**src/rtl/mult_pipe.sv**
```systemverilog
// mult_pipe: three-stage pipelined split-product multiplier with an optional
// running accumulator. Operands are WIDTH bits (even, >= 4). The result and
// accumulator are ACC_W bits (>= 2*WIDTH). Signed or unsigned is chosen per beat.
// A single global stall (adv) moves every stage together. Bubbles are kept, not
// compressed.
module mult_pipe #(
  parameter int WIDTH = 16,
  parameter int ACC_W = 40
) (
  input  logic             clk,
  input  logic             rst_n,
  input  logic             in_valid,
  output logic             in_ready,
  input  logic [WIDTH-1:0] a,
  input  logic [WIDTH-1:0] b,
  input  logic             is_signed,
  input  logic [1:0]       acc_mode,
  output logic             out_valid,
  input  logic             out_ready,
  output logic [ACC_W-1:0] result
);

  localparam int H  = WIDTH / 2;
  localparam int PW = 2 * WIDTH;

  localparam logic [1:0] MODE_START = 2'd1;
  localparam logic [1:0] MODE_CONT  = 2'd2;

  // Unsigned magnitude of an operand. The most negative value maps to
  // 2^(WIDTH-1), which still fits in WIDTH unsigned bits.
  function automatic logic [WIDTH-1:0] magnitude(input logic [WIDTH-1:0] x,
                                                 input logic sgn);
    return (sgn && x[WIDTH-1]) ? (~x + 1'b1) : x;
  endfunction

  // Apply the product sign to the magnitude, then widen to ACC_W bits.
  // Signed products are sign-extended and unsigned products are zero-extended.
  function automatic logic signed [ACC_W-1:0] extend(input logic [PW-1:0] mag,
                                                     input logic neg,
                                                     input logic sgn);
    logic [PW-1:0]    p;
    logic [ACC_W-1:0] r;
    p = neg ? (~mag + 1'b1) : mag;
    r = '0;
    r[PW-1:0] = p;
    for (int i = PW; i < ACC_W; i++) r[i] = sgn & p[PW-1];
    return signed'(r);
  endfunction

  logic adv;

  logic             vld_p0, vld_p1, vld_p2;
  logic [WIDTH-1:0] mag_a_p0, mag_b_p0;
  logic             neg_p0, sgn_p0;
  logic [1:0]       mode_p0;

  logic [WIDTH-1:0] pp_ll_p1, pp_hl_p1, pp_lh_p1, pp_hh_p1;
  logic             neg_p1, sgn_p1;
  logic [1:0]       mode_p1;

  logic signed [ACC_W-1:0] acc_p2, result_p2;

  logic [PW-1:0]           mag_prod;
  logic signed [ACC_W-1:0] ext_prod;
  logic signed [ACC_W-1:0] acc_sum;

  assign adv       = !vld_p2 || out_ready;
  assign in_ready  = adv;
  assign out_valid = vld_p2;
  assign result    = unsigned'(result_p2);

  // ---- stage boundary: inputs -> p0 (magnitudes and product sign) ----
  // Capture the operand magnitudes, the product sign and the mode of each accepted slot.
  always_ff @(posedge clk) begin
    if (adv) begin
      mag_a_p0 <= magnitude(a, is_signed);
      mag_b_p0 <= magnitude(b, is_signed);
      neg_p0   <= is_signed & (a[WIDTH-1] ^ b[WIDTH-1]);
      sgn_p0   <= is_signed;
      mode_p0  <= acc_mode;
    end
  end

  // ---- stage boundary: p0 -> p1 (half-width partial products) ----
  // Register the four half-width partial products and carry the sign and mode bits.
  always_ff @(posedge clk) begin
    if (adv) begin
      pp_ll_p1 <= WIDTH'(mag_a_p0[H-1:0])     * WIDTH'(mag_b_p0[H-1:0]);
      pp_hl_p1 <= WIDTH'(mag_a_p0[WIDTH-1:H]) * WIDTH'(mag_b_p0[H-1:0]);
      pp_lh_p1 <= WIDTH'(mag_a_p0[H-1:0])     * WIDTH'(mag_b_p0[WIDTH-1:H]);
      pp_hh_p1 <= WIDTH'(mag_a_p0[WIDTH-1:H]) * WIDTH'(mag_b_p0[WIDTH-1:H]);
      neg_p1   <= neg_p0;
      sgn_p1   <= sgn_p0;
      mode_p1  <= mode_p0;
    end
  end

  // ---- stage boundary: p1 -> p2 (combine, sign, accumulate) ----
  // hh and ll do not overlap, so concatenating them stands in for their sum.
  assign mag_prod = {pp_hh_p1, pp_ll_p1}
                  + (PW'(pp_hl_p1) << H)
                  + (PW'(pp_lh_p1) << H);
  assign ext_prod = extend(mag_prod, neg_p1, sgn_p1);
  assign acc_sum  = acc_p2 + ext_prod;

  // Advance the valid bits. Update acc and result only when a valid beat enters p2.
  always_ff @(posedge clk or negedge rst_n) begin
    if (!rst_n) begin
      vld_p0    <= 1'b0;
      vld_p1    <= 1'b0;
      vld_p2    <= 1'b0;
      acc_p2    <= '0;
      result_p2 <= '0;
    end else if (adv) begin
      vld_p0 <= in_valid;
      vld_p1 <= vld_p0;
      vld_p2 <= vld_p1;
      if (vld_p1) begin
        case (mode_p1)
          MODE_START: begin
            acc_p2    <= ext_prod;
            result_p2 <= ext_prod;
          end
          MODE_CONT: begin
            acc_p2    <= acc_sum;
            result_p2 <= acc_sum;
          end
          default: result_p2 <= ext_prod;
        endcase
      end
    end
  end

endmodule

```
**config.mk**
```make
export PLATFORM = sky130hd
export DESIGN_NAME = mult_pipe
export DESIGN_NICKNAME = d
export VERILOG_FILES = /design/src/rtl/mult_pipe.sv
export SDC_FILE = /design/constraint.sdc
export NUM_CORES = 1
export LEC_CHECK = 0
export CAP_MARGIN = 20
export CORE_MARGIN = 8
export CORE_UTILIZATION = 50
export DETAILED_ROUTE_END_ITERATION = 10
export HOLD_SLACK_MARGIN = 0.02
export MAX_ROUTING_LAYER = met4
export PLACE_DENSITY = 0.68
export SYNTH_ARGS = -nofsm -noshare
export SYNTH_HDL_FRONTEND = slang
export SYNTH_SLANG_ARGS = --single-unit
```
**constraint.sdc**
```tcl
create_clock -name clk -period 11.9 [get_ports clk]
set_clock_uncertainty 0.2 [all_clocks]
set_input_delay 1.19 -clock clk [delete_from_list [all_inputs] [get_ports clk]]
set_output_delay 1.19 -clock clk [all_outputs]
set_load 0.02 [all_outputs]
```
Word level (Yosys, flattened, before mapping)

Index checks and enable logic that the tools add are counted.

Flip-flop bits (word level): 187
Input bits: 39
Word-level logic and storage cells: 47

$add $sub $neg: 6
$mul: 4
Equality and inequality tests: 2
Muxes and demuxes: 5
Bitwise operators: 6
Reduce and logical (&&, ||, !) cells: 7

Operator list:

| kind                                                                   | count |
|---|---|
| 40-bit one-hot mux with 2 select lines                                 | 1 |
| 32-bit by 24-bit adder with 32-bit output                              | 2 |
| 8-bit by 8-bit multiplier with 16-bit output                           | 4 |
| 40-bit by 33-bit adder with 40-bit output                              | 1 |
| 40-bit 2-to-1 mux                                                      | 1 |
| 16-bit by 1-bit adder with 16-bit output (second input constant)       | 2 |
| 32-bit by 1-bit adder with 32-bit output (second input constant)       | 1 |
| 16-bit 2-to-1 mux                                                      | 2 |
| 32-bit 2-to-1 mux                                                      | 1 |
| 16-bit inverter                                                        | 2 |
| 32-bit inverter                                                        | 1 |
| 3-bit AND reduction                                                    | 1 |
| 1-bit bitwise AND                                                      | 2 |
| 2-bit by 1-bit equality test with 1-bit output (second input constant) | 1 |
| 2-bit equality test (second input constant)                            | 1 |
| 1-bit logical AND                                                      | 2 |
| 2-bit AND reduction                                                    | 1 |
| 2-bit nonzero test                                                     | 1 |
| 1-bit logical NOT                                                      | 1 |
| 1-bit logical OR                                                       | 1 |
| 1-bit bitwise XOR                                                      | 1 |

Depth between registers and ports, before layout

Gate-level depths: netlist (run 1).

Depth after elaboration: 8
Depth in mapped cells: 29
Gate-level depth less buffers: 28

Least setup slack after synthesis (run 1)

OpenSTA, ideal clock, no wires.

Kind: register -> register
Start point: register pp_ll_p1[9]
End point: register acc_p2[35]
Setup time: 0.128 ns
Arrival time: 6.768 ns
Path slack: 4.805 ns
Stages on the path, launching flop included: 30
Path buffers: 1
Period minus slack after synthesis: 7.095 ns
Path through: edfxtp_1 inv_1 fa_1 inv_1 ha_1 fa_1 a211oi_1 o211ai_1 a21o_1 a211oi_1 nand2b_1 or3_1 or2_2 or4_1 o21ai_0 xnor2_1 ha_1 nand3_1 nor2_1 o311ai_0 a31oi_1 a21boi_0 o21ai_0 o211ai_1 o311a_1 buf_4 nor3b_2 a32o_1 nor3_1 o21ai_0

Longest elaborated chain between the ends: 8

RTL lines:

| element                                       | line | source |
|---|---|---|
| start: declaration                            | 57   | `logic [WIDTH-1:0] pp_ll_p1, pp_hl_p1, pp_lh_p1, pp_hh_p1;` |
| start signal: assignment                      | 88   | `pp_ll_p1 <= WIDTH'(mag_a_p0[H-1:0]) * WIDTH'(mag_b_p0[H-1:0]);` |
| 32-bit by 24-bit adder with 32-bit output (*) | 101  | `+ (PW'(pp_hl_p1) << H)` |
| 32-bit by 24-bit adder with 32-bit output (*) | 102  | `+ (PW'(pp_lh_p1) << H);` |
| 32-bit inverter                               | 43   | `p = neg ? (~mag + 1'b1) : mag;` |
| 32-bit by 1-bit adder with 32-bit output      | 43   |  |
| 32-bit 2-to-1 mux (*)                         | 43   |  |
| 1-bit bitwise AND                             | 46   | `for (int i = PW; i < ACC_W; i++) r[i] = sgn & p[PW-1];` |
| 40-bit by 33-bit adder with 40-bit output     | 104  | `assign acc_sum = acc_p2 + ext_prod;` |
| 40-bit one-hot mux with 2 select lines (*)    | 119  | `case (mode_p1)` |
| end signal: assignment                        | 121  | `acc_p2 <= ext_prod;` |
| end signal: assignment                        | 125  | `acc_p2 <= acc_sum;` |
| end: declaration                              | 61   | `logic signed [ACC_W-1:0] acc_p2, result_p2;` |

Every way passes the cells marked *; elsewhere a longest branch is shown, timed or not.
A chain may end at the register's enable or synchronous reset.

Worst setup path in the final report (run 1)

Start point: register pp_ll_p1[9]
End point: register result_p2[39] (netlist: result[39])

Longest elaborated chain between the ends: 8

RTL lines:

| element                                       | line | source |
|---|---|---|
| 32-bit by 24-bit adder with 32-bit output (*) | 101  |  |
| 32-bit by 24-bit adder with 32-bit output (*) | 102  |  |
| 32-bit inverter                               | 43   |  |
| 32-bit by 1-bit adder with 32-bit output      | 43   |  |
| 32-bit 2-to-1 mux (*)                         | 43   |  |
| 1-bit bitwise AND                             | 46   |  |
| 40-bit by 33-bit adder with 40-bit output     | 104  |  |
| 40-bit 2-to-1 mux (*)                         | 119  |  |
| end signal: assignment                        | 122  | `result_p2 <= ext_prod;` |
| end signal: assignment                        | 126  | `result_p2 <= acc_sum;` |
| end signal: assignment                        | 128  | `default: result_p2 <= ext_prod;` |
| end: declaration                              | 61   |  |

Marks and branches as above.

==> summary.md, run 1 <==
- sky130_fd_sc_hd__fa_1 17%, sky130_fd_sc_hd__edfxtp_1 16%, sky130_fd_sc_hd__ha_1 13%, sky130_fd_sc_hd__dfrtp_1 11%, sky130_fd_sc_hd__nand2_1 5.5% — leading cell types by total area after synthesis
- mode_p0[0]$_DFFE_PN_ — min-delay src
- 9.16 um^2 — synthesized area divided by synthesized cell count
- pp_ll_p1[9]$_DFFE_PN_ — reg2reg start
- 0 — final count of pins violating max slew
- 12040 ps — Worst EP required
- 0 — Synth Warn #
- sky130_fd_sc_hd__nand2_1 — most numerous cell in the Yosys netlist
- 0 — Post-CTS Hold Fix Bufs
- 0 ps — final sum of negative setup slack
- 80 — I/O Buffers
- 241 ps — post-route worst hold slack
- done — clock tree from TritonCTS
- 0 — setup repair bufs after CTS
- 9 — CP Max Fanout
- 16.1 um — average wire length per cell after detail routing
- 2685 — number of standard cells in the layout, taps in and fillers out
- 0 — Remaining DRCs
- flip-flop — Worst setup SP type
- 460 ps — clock insertion delay at the later pin of the skew report
- 38600 um^2 — area of the core
- 8050 ps — minimum clock period after layout
- sky130_fd_sc_hd__a211oi_1 — Crit path top cell by count
- flip-flop to flip-flop — Crit Path Class
- 75 — unique cell type count in the Yosys netlist
- 0 — quantity of gates resized following cts
- 4 — H-tree lvl count
- 0 — max-capacitance violation count
- adder cells — combinational family with the most area after synthesis
- 0 — global route overflow
- 81 — Top-Level Pins
- 214 um — Die Wd
- 0 — antenna violations before repair
- 5.53 — detail-routed via count per cell
- 67.6% — final critical-path share of the clock period
- 2 — maximum clock insertion buffer count
- 124 MHz — fmax
- 187 — number of clock sinks
- 2528 — Net Count, Synth
- 29.2% — area share of fa/ha/maj cells after synthesis
- 80 ps — clock slew at reported path FFs
- 214 um — vertical die dimension
- 44.4% — share of synthesized registers carrying an async set or reset
- no — unrepaired setup endpoints after global routing
- 9.41% — Area Overhead vs Synth
- 72 — number of placement rows
- sky130_fd_sc_hd__edfxtp_1 — most common flop cell mapped by yosys
- 13.6% — Compound-Gate Fraction of Synth Area
- 2131 — Cells after Synth
- 90 — largest net degree at the start of global routing
- 32.1% — worst max-slew margin expressed relative to the limit
- 16.6% — top-area cell type share of the netlist area
- 3.46% — fraction of final layout cells with drive strength greater than 1
- 851 — first-iteration detailed-routing DRC count
- 20.2% — aggregate global-route resource usage
- 2551 — Final Net Count
- 73100 um — global-route wire length before repair
- 0 — remaining antenna violation count
- 33500 um — estimated wirelength of the detail-placed design
- flip-flop to flip-flop — type of the most critical hold path
- 8190 ps — Critical Path AT
- 0 — diode count
- 50.5% — initial core utilization
- 284 x sky130_fd_sc_hd__nand2_1, 233 x sky130_fd_sc_hd__inv_1, 196 x sky130_fd_sc_hd__ha_1, 162 x sky130_fd_sc_hd__fa_1, 161 x sky130_fd_sc_hd__o21ai_0 — top cells by count, synth
- pp_ll_p1[9]$_DFFE_PN_ — launching instance or port of the critical path
- 43300 um — routed wire length
- 1010 ps — slew at the pin with the worst max-slew slack
- 187 — flip-flop and latch count after synthesis
- finished clean — run status
- 530 ps — peak per-stage delay on the critical path
- flip-flop — endpoint kind of the worst setup timing path
- 19500 um^2 — post-synthesis instance area
- 104 — count of flip-flops with a built-in enable after synthesis
- sky130_fd_sc_hd__nor3b_2 — Crit-path slowest cell
- 0.907 — last weighted congestion value of the routability-driven placer
- 6 — count of TritonRoute iterations in the first routing pass
- 17 — number of CTS-inserted buffers
- 45600 um^2 — overall die area
- 0 — Final setup viols
- 14900 — Via Count
- 6.01% — Synth Area in XOR/XNOR
- 17.1% — post-synthesis simple-gate area fraction
- 2651 — instance count after placement with tap cells included
- 26.6% — register area share after synthesis
- 3850 ps — final worst-path setup slack
- 1.27% — multiplexer share of the synthesized area
- sky130_fd_sc_hd__clkbuf_16 — master cell of the clock root buffer
- 3950 ps — minimum setup slack after placement
- 0 — number of hold violations in the final report
- 15200 — via count of the first global-routing pass
- sky130_fd_sc_hd__fa_1 — Synth area leader
## area by class of cell
type / count / area [um^2]
fillers: 3481 / 17300
multi-input cells: 1625 / 13100
flip-flops and latches: 187 / 5200
repair buffers: 90 / 913
inverters: 233 / 875
well taps: 518 / 648
clock buffers: 20 / 478
clock inverters: 12 / 119
## metrics by stage
stage | utilization [%] | instance area [um^2]
finish | 55.3 | 21400
global route | 55.3 | 21400
CTS | 55.1 | 21300
detailed placement | 53.6 | 20700
global placement | 53.6 | 20700
floorplan | - | 19500
## cell families (layout without fill, tap and decap cells)
logic type,after synthesis,after routing
adder cells (fa/ha/maj),358,358
XOR/XNOR,134,134
multiplexers,24,24
buffers and inverters,319,355
flip-flops,187,187
AO/OA/AOI/OAI,426,426
AND/OR/NAND/NOR,683,683
## path summary, 6_finish.rpt
check	end	slack, ps	cells past startpoint
hold / removal	mode_p1[0]$_DFFE_PN_	240	0
setup / recovery	result[39]$_DFFE_PN0P_	3850	28
max in group asynchronous	result[37]$_DFFE_PN0P_	9980	2
hold reg to reg	mode_p1[0]$_DFFE_PN_	240	0
min in group asynchronous	acc_p2[4]$_DFFE_PN0P_	380	1
setup reg to reg	result[39]$_DFFE_PN0P_	3850	28
## worst max-delay path: cells and delay by family, from the launching register on
| kind | cells | cell delay [ps] |
|---|---|---|
| compound gates | 12 | 3200 |
| simple gates | 9 | 2440 |
| fa+ha+maj | 4 | 1500 |
| flops | 1 | 330 |
| xor+xnor | 1 | 170 |
| buf+inv | 2 | 90 |
## routing by layer
metal	wire length (um)	GRT usage (%)	up-vias	part of all wire (%)
met4	1170	6.69	0	2.7
met1	19600	25.2	7230	45
li1	-	-	7231	-
met2	20700	33.9	332	48
met5	0	-	-	0
met3	1810	2.51	64	4.2
## flip-flops by register name (all words and copies together) (netlist names)
signal / count
pp_hl_p1: 16
vld_p0: 1
pp_lh_p1: 16
result: 40
mag_b_p0: 16
out_valid: 1
sgn_p1: 1
neg_p0: 1
pp_ll_p1: 16
mode_p0: 2
acc_p2: 40
vld_p1: 1
pp_hh_p1: 16
sgn_p0: 1
mode_p1: 2
mag_a_p0: 16
neg_p1: 1
## cell usage in the layout (no fill, tap or decap), types with 9 or more instances in the layout
master	synthesis	layout
sky130_fd_sc_hd__a211oi_1	19	19
sky130_fd_sc_hd__a21boi_0	21	21
sky130_fd_sc_hd__a21o_1	33	33
sky130_fd_sc_hd__a21oi_1	80	80
sky130_fd_sc_hd__a31oi_1	12	12
sky130_fd_sc_hd__and2_1	143	143
sky130_fd_sc_hd__and3_1	11	11
sky130_fd_sc_hd__buf_4	2	9
sky130_fd_sc_hd__clkbuf_16	0	18
sky130_fd_sc_hd__clkdlybuf4s50_1	0	79
sky130_fd_sc_hd__dfrtp_1	83	83
sky130_fd_sc_hd__edfxtp_1	104	104
sky130_fd_sc_hd__fa_1	162	162
sky130_fd_sc_hd__ha_1	196	195
sky130_fd_sc_hd__inv_1	233	233
sky130_fd_sc_hd__mux2i_1	17	17
sky130_fd_sc_hd__nand2_1	284	283
sky130_fd_sc_hd__nand2b_1	28	26
sky130_fd_sc_hd__nand3_1	31	31
sky130_fd_sc_hd__nand4_1	12	12
sky130_fd_sc_hd__nor2_1	100	100
sky130_fd_sc_hd__nor3_1	20	20
sky130_fd_sc_hd__o211ai_1	12	12
sky130_fd_sc_hd__o21a_1	15	15
sky130_fd_sc_hd__o21ai_0	161	161
sky130_fd_sc_hd__o31ai_1	14	14
sky130_fd_sc_hd__or3_1	9	9
sky130_fd_sc_hd__xnor2_1	96	96
sky130_fd_sc_hd__xor2_1	38	38
Power of run 1 is not shown: default switching activity piles up to over one toggle a cycle in this logic, so the estimate is an artifact.
==> inputs of run 2 (changes only) <==
clock period = 8.2 ns   (was 11.9 ns; I/O delays follow)
==> summary.md, run 2 (synthesis results as in run 1) <==
- 3476 — fill count, -0.14%
- sky130_fd_sc_hd__nand2_1 — most common library cell in the layout ignoring fill and taps
- 81 — Top-Level Pins, unchanged
- 7660 ps — minimum clock period after layout, -389 ps
- 187 — number of clock sinks, unchanged
- 14800 — Via Count, -0.67%
- 80 ps — clock slew at reported path FFs, about the same
- 50.5% — initial core utilization, unchanged
- sky130_fd_sc_hd__clkbuf_16 — master cell of the clock root buffer
- 20.2% — aggregate global-route resource usage, -0.041 points
- 214 um — Die Wd, unchanged
- 3.68% — fraction of final layout cells with drive strength greater than 1, +0.22 points
- 72800 um — global-route wire length before repair, -0.49%
- 0 — remaining antenna violation count, unchanged
- 0 — global route overflow, unchanged
- 25 — cell count of the worst reg-to-reg path, -11%
- 2653 — instance count after placement with tap cells included, +0.075%
- 80 — I/O Buffers, unchanged
- 283 x sky130_fd_sc_hd__nand2_1, 233 x sky130_fd_sc_hd__inv_1, 195 x sky130_fd_sc_hd__ha_1 — commonest non-fill, non-tap cells in the layout
- 7800 ps — Critical Path AT, -390 ps
- done — clock tree from TritonCTS
- 21400 um^2 — final instance area, +0.11%
- 90 — largest net degree at the start of global routing, unchanged
- 15.9 um — average wire length per cell after detail routing, -1.2%
- 131 MHz — fmax, +5.1%
- 31.0% — worst max-slew margin expressed relative to the limit, -1.1 points
- flip-flop to flip-flop — type of the most critical hold path
- flip-flop — endpoint kind of the worst setup timing path
- 4 — H-tree lvl count, unchanged
- 542 ps — final worst-path setup slack, -3310 ps
- 197 ps — minimum setup slack after placement, -3750 ps
- 5.49 — detail-routed via count per cell, -0.82%
- 15100 — via count of the first global-routing pass, -0.47%
- 8 — CP Max Fanout, -1
- 93.4% — final critical-path share of the clock period, +26 points
- 0 — max-capacitance violation count, unchanged
- 0 — antenna violations before repair, unchanged
- flip-flop to flip-flop — Crit Path Class
- 20700 um^2 — cell area reported after detailed placement, about the same
- 821 — first-iteration detailed-routing DRC count, -3.5%
- 9.53% — Area Overhead vs Synth
- acc_p2[39]$_DFFE_PN0P_ — worst r2r dst
- 0 — number of hold violations in the final report, unchanged
- 2 — maximum clock insertion buffer count, unchanged
- pp_ll_p1[10]$_DFFE_PN_ — launching instance or port of the critical path
- acc_p2[39]$_DFFE_PN0P_ — endpoint of the worst setup timing path
- 72 — number of placement rows, unchanged
- finished clean — run status
- 42800 um — routed wire length, -1.1%
- 33300 um — estimated wirelength of the detail-placed design, -0.64%
- 38600 um^2 — area of the core, unchanged
- 0.912 — last weighted congestion value of the routability-driven placer, +0.61%
- 17 — number of CTS-inserted buffers, unchanged
- 460 ps — clock insertion delay at the later pin of the skew report, about the same
- 540 ps — R2R setup slack, -3310 ps
- 0 — diode count, unchanged
- 0 — Final setup viols, unchanged
- pp_ll_p1[10]$_DFFE_PN_ — reg2reg start
- 45600 um^2 — overall die area, unchanged
- 214 um — vertical die dimension, unchanged
- 8350 ps — Worst EP required, -3690 ps
- 5 — count of TritonRoute iterations in the first routing pass, -1
- flip-flop — Worst setup SP type
- 0 — final count of pins violating max slew, unchanged
- 2555 — Final Net Count, +0.16%
- 0 — Remaining DRCs, unchanged
- 1030 ps — slew at the pin with the worst max-slew slack, +25.0 ps
- 2689 — number of standard cells in the layout, taps in and fillers out, +0.15%
run 2: critical path: stages, from the launching register on:
cell and delay (ps):
sky130_fd_sc_hd__edfxtp_1 400, sky130_fd_sc_hd__fa_1 550, sky130_fd_sc_hd__ha_1 340, sky130_fd_sc_hd__a211oi_1 430, sky130_fd_sc_hd__o21ai_1 260, sky130_fd_sc_hd__a221o_1 420, sky130_fd_sc_hd__a211oi_1 320, sky130_fd_sc_hd__nand2b_1 130
sky130_fd_sc_hd__or3_1 390, sky130_fd_sc_hd__or2_2 310, sky130_fd_sc_hd__or4_1 430, sky130_fd_sc_hd__o21ai_0 240, sky130_fd_sc_hd__xnor2_1 130, sky130_fd_sc_hd__ha_1 370, sky130_fd_sc_hd__nand3_1 90, sky130_fd_sc_hd__nor2_1 260
sky130_fd_sc_hd__o311ai_0 240, sky130_fd_sc_hd__a31oi_1 280, sky130_fd_sc_hd__a21boi_0 150, sky130_fd_sc_hd__o21ai_0 210, sky130_fd_sc_hd__o211ai_1 110, sky130_fd_sc_hd__o311a_2 450, sky130_fd_sc_hd__nor4_2 310, sky130_fd_sc_hd__xor2_1 190
sky130_fd_sc_hd__a211oi_1 90, sky130_fd_sc_hd__a311oi_1 250
run 2: per-layer routing:
metal	GRT usage, %	routed length, um	up-vias
met2	34.2	20900	287
met5	-	0	-
met3	2.70	1570	48
li1	-	-	7233
met1	25.1	19600	7189
met4	5.91	855	0
run 2: per-stage QoR:
| stage | TNS, ps | utilization, % | hold slack [ps] |
|---|---|---|---|
| global placement | 0 | 53.6 | 209 |
| global route | -1.12 | 55.3 | 245 |
| detailed placement | 0 | 53.6 | 210 |
| CTS | 0 | 55.2 | 230 |
| floorplan | 0 | - | 200 |
| finish | 0 | 55.3 | 226 |
run 2: repair_timing:
action                                 in CTS  in global routing
resized for setup                           0                  3
setup endpoints to repair                   0                 10
setup buffers                               0                  2
endpoints found under the hold margin      13                  0
hold buffers                                1                  0
run 2: area by class of cell:
type / instances / area (um^2) / share of cell area (%)
inverter: 233 / 875 / 4.09
timing repair buffer: 94 / 926 / 4.33
tap: 518 / 648 / 3.03
clock buffer: 18 / 450 / 2.11
clock inverter: 14 / 144 / 0.673
sequential: 187 / 5200 / 24.3
multi-input combinational: 1625 / 13100 / 61.5
run 2: worst min-delay path by stage:
stage	depth (start not counted)	end	startpoint
global route	0	mode_p1[1]$_DFFE_PN_	mode_p0[1]$_DFFE_PN_
global placement	0	mode_p1[0]$_DFFE_PN_	mode_p0[0]$_DFFE_PN_
detailed placement	0	mode_p1[0]$_DFFE_PN_	mode_p0[0]$_DFFE_PN_
floorplan	0	mode_p1[0]$_DFFE_PN_	mode_p0[0]$_DFFE_PN_
CTS	0	mode_p1[1]$_DFFE_PN_	mode_p0[1]$_DFFE_PN_
finish	0	mode_p1[1]$_DFFE_PN_	mode_p0[1]$_DFFE_PN_
Power of run 2 is left out for the same reason.
